--- src/rtl/imm_encoder.sv ---
// imm_encoder: two-stage pipelined RISC-V immediate encoder.
//
// Packs a 32-bit immediate into the I/S/B/U/J bit positions of a caller-supplied
// instruction template. It range-checks the immediate, checks B/J alignment and
// rejects unknown format codes. An errored word is replaced by a NOP
// (addi x0,x0,0). A saturating counter records errored words delivered downstream.
//
// Ports:
//   clk        rising-edge clock
//   rst        synchronous active-high reset
//   in_valid   input word present
//   in_ready   encoder accepts the input word this cycle
//   in_sel     format code: 001 I, 010 S, 011 B, 100 U, 101 J, others invalid
//   in_imm     immediate (byte offset for B/J, full upper value for U)
//   in_base    instruction template; immediate bit positions are overwritten
//   out_valid  encoded word present
//   out_ready  consumer accepts the encoded word
//   out_inst   encoded instruction
//   out_err    00 ok, 01 range, 10 misaligned, 11 bad format
//   err_count  errored words delivered, saturating at 16'hFFFF

module imm_encoder (
  input  logic        clk,
  input  logic        rst,
  input  logic        in_valid,
  output logic        in_ready,
  input  logic [2:0]  in_sel,
  input  logic [31:0] in_imm,
  input  logic [31:0] in_base,
  output logic        out_valid,
  input  logic        out_ready,
  output logic [31:0] out_inst,
  output logic [1:0]  out_err,
  output logic [15:0] err_count
);

  localparam logic [2:0] SelI = 3'b001;
  localparam logic [2:0] SelS = 3'b010;
  localparam logic [2:0] SelB = 3'b011;
  localparam logic [2:0] SelU = 3'b100;
  localparam logic [2:0] SelJ = 3'b101;

  localparam logic [1:0] ErrNone     = 2'b00;
  localparam logic [1:0] ErrRange    = 2'b01;
  localparam logic [1:0] ErrMisalign = 2'b10;
  localparam logic [1:0] ErrFormat   = 2'b11;

  localparam logic [31:0] NopInst = 32'h0000_0013;

  // Stage 1 registers
  logic        s1_valid_q;
  logic [2:0]  s1_sel_q;
  logic [31:0] s1_imm_q;
  logic [31:0] s1_base_q;

  // Stage 2 registers (drive the outputs)
  logic        s2_valid_q;
  logic [31:0] s2_inst_q;
  logic [1:0]  s2_err_q;
  logic [15:0] err_count_q;

  logic s2_free;
  logic s1_free;
  logic s1_load;
  logic s2_load;
  logic out_xfer;

  logic        range_err;
  logic        misalign;
  logic        bad_fmt;
  logic [31:0] pack_inst;
  logic [1:0]  s2_err_d;
  logic [31:0] s2_inst_d;

  // Handshake: stage 2 may take a new word when empty or draining this cycle;
  // stage 1 likewise when empty or when its word moves on.
  always_comb begin
    s2_free  = !s2_valid_q || out_ready;
    s1_free  = !s1_valid_q || s2_free;
    s1_load  = in_valid && s1_free;
    s2_load  = s1_valid_q && s2_free;
    out_xfer = s2_valid_q && out_ready;
  end

  assign in_ready  = s1_free;
  assign out_valid = s2_valid_q;
  assign out_inst  = s2_inst_q;
  assign out_err   = s2_err_q;
  assign err_count = err_count_q;

  // Range checks are sign-extension checks: every bit above the encodable field
  // must equal the field's top bit.
  always_comb begin
    range_err = 1'b0;
    misalign  = 1'b0;
    bad_fmt   = 1'b0;
    pack_inst = s1_base_q;
    case (s1_sel_q)
      SelI: begin
        range_err        = !((&s1_imm_q[31:11]) || !(|s1_imm_q[31:11]));
        pack_inst[31:20] = s1_imm_q[11:0];
      end
      SelS: begin
        range_err        = !((&s1_imm_q[31:11]) || !(|s1_imm_q[31:11]));
        pack_inst[31:25] = s1_imm_q[11:5];
        pack_inst[11:7]  = s1_imm_q[4:0];
      end
      SelB: begin
        range_err        = !((&s1_imm_q[31:12]) || !(|s1_imm_q[31:12]));
        misalign         = s1_imm_q[0];
        pack_inst[31]    = s1_imm_q[12];
        pack_inst[30:25] = s1_imm_q[10:5];
        pack_inst[11:8]  = s1_imm_q[4:1];
        pack_inst[7]     = s1_imm_q[11];
      end
      SelU: begin
        range_err        = |s1_imm_q[11:0];
        pack_inst[31:12] = s1_imm_q[31:12];
      end
      SelJ: begin
        range_err        = !((&s1_imm_q[31:20]) || !(|s1_imm_q[31:20]));
        misalign         = s1_imm_q[0];
        pack_inst[31]    = s1_imm_q[20];
        pack_inst[30:21] = s1_imm_q[10:1];
        pack_inst[20]    = s1_imm_q[11];
        pack_inst[19:12] = s1_imm_q[19:12];
      end
      default: begin
        bad_fmt = 1'b1;
      end
    endcase
  end

  // Error priority: bad format over misalignment over range.
  always_comb begin
    s2_err_d = ErrNone;
    if (bad_fmt) begin
      s2_err_d = ErrFormat;
    end else if (misalign) begin
      s2_err_d = ErrMisalign;
    end else if (range_err) begin
      s2_err_d = ErrRange;
    end
    s2_inst_d = (s2_err_d != ErrNone) ? NopInst : pack_inst;
  end

  always_ff @(posedge clk) begin
    if (rst) begin
      s1_valid_q <= 1'b0;
      s1_sel_q   <= 3'b000;
      s1_imm_q   <= 32'h0;
      s1_base_q  <= 32'h0;
    end else begin
      if (s1_free) begin
        s1_valid_q <= in_valid;
      end
      if (s1_load) begin
        s1_sel_q  <= in_sel;
        s1_imm_q  <= in_imm;
        s1_base_q <= in_base;
      end
    end
  end

  always_ff @(posedge clk) begin
    if (rst) begin
      s2_valid_q <= 1'b0;
      s2_inst_q  <= 32'h0;
      s2_err_q   <= ErrNone;
    end else begin
      if (s2_free) begin
        s2_valid_q <= s1_valid_q;
      end
      // Data only changes on a load, so it holds while stalled.
      if (s2_load) begin
        s2_inst_q <= s2_inst_d;
        s2_err_q  <= s2_err_d;
      end
    end
  end

  always_ff @(posedge clk) begin
    if (rst) begin
      err_count_q <= 16'h0;
    end else if (out_xfer && (s2_err_q != ErrNone) && (err_count_q != 16'hFFFF)) begin
      err_count_q <= err_count_q + 16'd1;
    end
  end

endmodule

--- config.mk ---
export PLATFORM = sky130hd
export DESIGN_NAME = imm_encoder
export DESIGN_NICKNAME = d
export VERILOG_FILES = /design/src/rtl/imm_encoder.sv
export SDC_FILE = /design/constraint.sdc
export NUM_CORES = 1
export LEC_CHECK = 0
export CORE_AREA = 5 5 184 97
export DETAILED_ROUTE_END_ITERATION = 10
export DIE_AREA = 0 0 189 102
export SLEW_MARGIN = 20
export SYNTH_ARGS = -nofsm -noshare
export SYNTH_HDL_FRONTEND = slang
export SYNTH_SLANG_ARGS = --single-unit
export TNS_END_PERCENT = 50
--- constraint.sdc ---
create_clock -name clk -period 6.02 [get_ports clk]
set_input_delay 1.806 -clock clk [delete_from_list [all_inputs] [get_ports clk]]
set_output_delay 1.806 -clock clk [all_outputs]
set_load 0.005 [all_outputs]
==> summary.txt, run 1 <==
Outcome
  – Outcome: complete, no violations

Final layout
  – Filler-free cell count of the finished design: ~940
  – Diode count: 0
  – Syn-to-layout area delta: 38.8%
  – Share of layout cells above drive strength 1: 0.0714
  – Most frequent cells in the layout: nand2_1, clkdlybuf4s50_1, dfxtp_1
  – Nets: 788
  – Commonest non-fill, non-tap cell in the layout: nand2_1

Drt
  – Number of vias per cell: around 5.3
  – # DRC: 0
  – Via count: ~5000
  – Drt first pass iters: 5
  – Routed Antenna Nets: 0
  – Avg WL per Cell: between 15 and 20 um
  – Initial DRC count: approximately 390
  – Final WL: between 15000 and 20000 um

Logic synthesis
  – Area share of and/or/nand/nor cells after synthesis: 0.227
  – Yosys reg bits: 119
  – FFs w/ async S/R, synth: 0
  – Mapped Area: approximately 5000 um^2
  – Mean Syn Cell Area: approximately 8.2 um^2
  – Number of synthesized flops with an enable pin: 0
  – Syn Inst Count: 615
  – Post-synthesis mux area share: 0.0342
  – Synth Area in Compound Gates: 0.204
  – Synth Area in Adders: 0.00248
  – Synth Flop Type: dfxtp_1
  – Post-synth top area cell: dfxtp_1
  – Register area share after synthesis: 0.471
  – Synth cell types: 50
  – Syn nets: slightly below 700
  – Synth warn: 0
  – Top cells by area, synth: dfxtp_1, nand2_1, a21oi_1, o41ai_1, nand3_1
  – Largest family of logic cells by synthesized area: simple AND/OR/NAND/NOR gates
  – Share of the synthesized area in the top cell type: 0.471
  – Post-Synth XOR/XNOR Area: 0.0156

Setup path
  – Required @ worst endpoint: 4210 ps
  – CP startpoint kind: input pin
  – Setup CP Type: in2out
  – Crit. End Element: output pin
  – Arr. time, crit path: 3130 ps
  – Crit Path Max Fanout: 5

Floorplan
  – Die W: between 150 and 200 um
  – Initial Util: 0.315
  – Die area: between 15000 and 20000 um^2
  – Core area: ~16000 um^2
  – Die Y: 102 um
  – Num ports: about 120
  – # rows: 33

Place
  – DP HPWL: approximately 12000 um
  – Buffers on Ports: 122
  – Routability Congestion: between 0.8 and 0.9
  – Cells after DPL: ~910
  – Pre-CTS setup slack: approximately 1100 ps

Clock tree
  – Postcts setup bufs: 0
  – Clock sinks: ~120
  – Hold_buf cts: 0
  – CTS H-tree depth: 4
  – Clk buf depth: 2
  – Clock tree from TritonCTS: yes
  – Post-CTS sizing: 0
  – Clk_lat worst skew: around 400 ps
  – Inserted Clock Buffers: 17
  – CTS clk-pin slew, worst paths: ~50 ps
  – Root Driver: clkbuf_16

Hold path
  – Worst hold-check path type: reg2reg

Timing
  – Rel. slew slack: 0.319
  – Skew final: around 8.5 ps
  – Final setup violation count: 0
  – Hold WS: 456 ps
  – Tightest Pin Transition: just over 1000 ps
  – Final WS setup: 1090 ps
  – Maximum clock rate: slightly above 200 MHz
  – Hold Fails Final Rpt: 0
  – Setup TNS: 0 ps
  – Final Max Tran Viols: 0
  – RSZ-0062 raised after global routing: false
  – Period utilization: 0.820
  – Final worst path period need: ~4900 ps

GRT
  – Vias in the first global route: ~4700
  – Largest net degree at the start of global routing: between 100 and 150
  – Tot GR Track Use: 0.173
  – GRT Residual Overflow: 0
  – Initial antenna violation count: 0
  – First-pass GRT wire length: 26000 um

Job
  – Max Cap Violations: 0

Power
  – Pleak: ~2.5 nW
  – Maximum VDD drop: a little over 0.2 mV
  – Pwr/cell area: a little under 300 nW/um^2
-- worst max-delay path, cell delays in order --
cell             delay [ps]
clkdlybuf4s50_1         420
nor2b_1                 280
nand2_1                 160
clkdlybuf4s50_1         470
-- through the flow --
stage | util | power [W] | instance area (um^2)
final | 0.437 | 0.00209 | 7020
after detailed placement | 0.399 | 0.00108 | 6410
after CTS | 0.437 | 0.00210 | 7010
after global placement | 0.399 | 0.00107 | 6410
after floorplan | - | 0.000968 | 5050
after global routing | 0.437 | 0.00216 | 7020
-- per-layer routing --
metal | track usage | vias to the layer above | share of wire
met5 | 0 | - | 0
met4 | 0.0487 | 0 | 0.0063
met3 | 0.0406 | 10 | 0.083
met2 | 0.231 | 227 | 0.39
met1 | 0.272 | 2352 | 0.52
li1 | - | 2400 | -
-- cell type report --
| cell class | count | area, um^2 |
|---|---|---|
| multi-input combinational | 439 | 2450 |
| sequential | 119 | 2380 |
| fill | 1547 | 9050 |
| timing repair buffer | 129 | 1270 |
| tap | 210 | 263 |
| clock buffer | 19 | 453 |
| inverter | 10 | 37.5 |
| clock inverter | 12 | 151 |
-- logic make-up after synthesis --
group,Yosys count
and+or+nand+nor,254
AOI/OAI and AO/OA,158
DFF,119
buffers and inverters,57
muxes,17
xor gates and xnor gates,9
adders and majority gates,1
-- synth_stat cells (3+ instances only) --
master / instances
o22a_1: 5
nor2_1: 24
a22o_1: 4
xnor2_1: 3
inv_1: 8
a22oi_1: 5
nor3_1: 4
dfxtp_1: 119
buf_2: 8
nand3_1: 35
o21ai_0: 13
o21a_1: 3
or3_1: 3
o31a_1: 5
nand2b_1: 3
o41ai_1: 30
xor2_1: 6
a21oi_1: 76
buf_1: 3
o22ai_1: 3
clkbuf_1: 35
nand2_1: 147
mux2i_1: 15
nor2b_1: 4
nand4_1: 10
nor4_1: 10
-- final timing paths --
kind	startpoint	to	slack, ps	depth (start not counted)
worst max-delay path	out_ready	in_ready	1090	4
worst min-delay path	s1_base_q[16]	s1_base_q[16]	460	2
worst max register to register	s1_sel_q[0]	out_inst[21]	3080	5
worst min register to register	s1_base_q[16]	s1_base_q[16]	460	2
-- sequential cells by signal, indices dropped and copies added (netlist names) --
signal	flops
s1_valid_q	1
s1_imm_q	32
s1_sel_q	3
out_inst	32
err_count	16
s1_base_q	32
out_err	2
out_valid	1
-- report_power, final --
group / switching [W] / internal [W] / total [W] / leakage [nW]
combinational: 0.000110 / 0.0000950 / 0.000205 / 1.24
clock: 0.000358 / 0.000669 / 0.00103 / 0.283
sequential: 0.0000357 / 0.000820 / 0.000856 / 0.973
total: 0.000504 / 0.00158 / 0.00209 / 2.50
Note: power is estimated with default switching activity, not from simulation.
==> inputs of run 2 (changes only) <==
==> constraint.sdc (replaced) <==
create_clock -name clk -period 4.7 [get_ports clk]
set_input_delay 1.41 -clock clk [delete_from_list [all_inputs] [get_ports clk]]
set_output_delay 1.41 -clock clk [all_outputs]
set_load 0.005 [all_outputs]
==> summary.txt, run 2 (synthesis gave the netlist of run 1 again) <==
Timing
  – Setup TNS: 0 ps (unchanged)
  – Hold WS: 457 ps (+1.82 ps)
  – Tightest Pin Transition: 1030 ps (+19.6 ps)
  – Maximum clock rate: 242 MHz
  – Skew final: 12.9 ps (+4.44 ps)
  – Period utilization: 0.879
  – Rel. slew slack: 0.306 (-0.0132)
  – Hold Fails Final Rpt: 0 (unchanged)
  – RSZ-0062 raised after global routing: false
  – Final Max Tran Viols: 0 (unchanged)
  – Final worst path period need: slightly above 4000 ps
  – Final setup violation count: 0 (unchanged)

Drt
  – Routed Antenna Nets: 0 (unchanged)
  – Final WL: 17100 um (+2.0%)
  – # DRC: 0 (unchanged)
  – Drt first pass iters: 5 (unchanged)
  – Number of vias per cell: 5.39 (+1.4%)
  – Avg WL per Cell: 18.2 um (+1.9%)
  – Initial DRC count: 507 (+32%)
  – Via count: 5063 (+1.5%)

Clock tree
  – Postcts setup bufs: 0 (unchanged)
  – Hold_buf cts: 0 (unchanged)
  – Clk_lat worst skew: 410 ps (about the same)
  – Clock tree from TritonCTS: yes
  – Clock sinks: 119 (unchanged)
  – CTS clk-pin slew, worst paths: 50 ps (about the same)
  – CTS H-tree depth: 4 (unchanged)
  – Root Driver: clkbuf_16
  – Post-CTS sizing: 0 (unchanged)
  – Clk buf depth: 2 (unchanged)
  – Inserted Clock Buffers: 17 (unchanged)

Final layout
  – Commonest non-fill, non-tap cell in the layout: nand2_1
  – Diode count: 0 (unchanged)
  – Multi-input logic area: 2450 um^2 (unchanged)
  – Util after Layout: 0.436 (-0.000701)
  – Syn-to-layout area delta: 38.6%
  – Share of layout cells above drive strength 1: 0.0713 (-0.0000980)
  – Most frequent cells in the layout: nand2_1, clkdlybuf4s50_1, dfxtp_1
  – Nets: 790 (+0.25%)
  – FF/Latch Area: 2380 um^2 (unchanged)
  – Fillers: 1540 (-0.45%)

Setup path
  – Setup CP Type: in2out
  – CP startpoint kind: input pin
  – Critical path, cell by cell: clkdlybuf4s50_1, nor2b_1, nand2_1, clkdlybuf4s50_1
  – Crit-path max cell delay: 470 ps (about the same)
  – Required @ worst endpoint: 3290 ps (-920 ps)
  – Top cell by count, worst path: clkdlybuf4s50_1
  – CP max-delay cell: clkdlybuf4s50_1
  – Crit Path Max Fanout: 5 (unchanged)
  – Crit. End Element: output pin
  – Arr. time, crit path: 2720 ps (-410 ps)

GRT
  – Vias in the first global route: 4776 (+0.72%)
  – Tot GR Track Use: 0.176 (+0.00281)
  – Largest net degree at the start of global routing: 66 (-43%)
  – Initial antenna violation count: 0 (unchanged)
  – GRT Residual Overflow: 0 (unchanged)
  – First-pass GRT wire length: 26400 um (+1.4%)

Job
  – Max Cap Violations: 0 (unchanged)

Place
  – Buffers on Ports: 122 (unchanged)
  – Routability Congestion: 0.880 (-1.6%)
  – DP HPWL: 12600 um (+1.8%)

Floorplan
  – Die W: 189 um (unchanged)
  – Die area: 19300 um^2 (unchanged)
  – Initial Util: 0.315 (unchanged)
  – Core area: 16100 um^2 (unchanged)
  – # rows: 33 (unchanged)
  – Die Y: 102 um (unchanged)
  – Num ports: 123 (unchanged)

Outcome
  – Outcome: complete, no violations

Power
  – Pleak: 2.51 nW (+0.20%)
  – Maximum VDD drop: 0.301 mV (+46%)
  – Pwr/cell area: 378 nW/um^2 (+27%)

Hold path
  – Worst hold-check path type: reg2reg
run 2: cell count changes in the layout (fill, tap and decap cells not counted):
cell | before | now
clkbuf_1 | 0 | 1
bufinv_16 | 3 | 2
inv_6 | 1 | 0
buf_4 | 7 | 10
clkbuf_8 | 2 | 4
clkinvlp_4 | 5 | 3
buf_6 | 1 | 0
run 2: stage by stage:
stage                     power [W]  cell area (um^2)  cells  worst slack, ps
after floorplan             0.00124              5050    615             1560
after CTS                   0.00266              7000    939              556
after detailed placement    0.00138              6420    909              566
final                       0.00265              7000    939              569
after global placement      0.00137              6420    909              608
after global routing        0.00274              7000    939              476
run 2: path summary, 6_finish.rpt:
check / start / endpoint / slack (ps) / depth (start not counted)
worst min register to register: s1_base_q[28] / s1_base_q[28] / 460 / 2
worst min-delay path: s1_base_q[28] / s1_base_q[28] / 460 / 2
worst max register to register: s1_sel_q[0] / out_inst[24] / 2010 / 5
worst max-delay path: out_ready / in_ready / 570 / 4
run 2: area by class of cell:
cell class / instances / share of cell area
sequential: 119 / 0.340
clock buffer: 22 / 0.0691
multi-input combinational: 439 / 0.350
inverter: 10 / 0.00536
timing repair buffer: 131 / 0.184
clock inverter: 8 / 0.0139
tap: 210 / 0.0375
run 2: per-layer routing:
metal  up-vias  part of all wire  GRT usage
li1       2401                 -          -
met1      2424              0.54      0.279
met2       219              0.38      0.232
met3        19             0.070     0.0451
met4         0             0.010     0.0453
met5         -                 0          0
run 2: report_power, final:
group / total [W] / leakage (nW) / internal, W / switching (W)
sequential: 0.00110 / 0.973 / 0.00105 / 0.0000462
combinational: 0.000268 / 1.25 / 0.000123 / 0.000146
clock: 0.00128 / 0.280 / 0.000828 / 0.000455
total: 0.00265 / 2.51 / 0.00200 / 0.000646
run 2: critical path, delay by kind of cell:
family	cells	cell delay, ps
buf+inv	2	890
simple gates	2	420
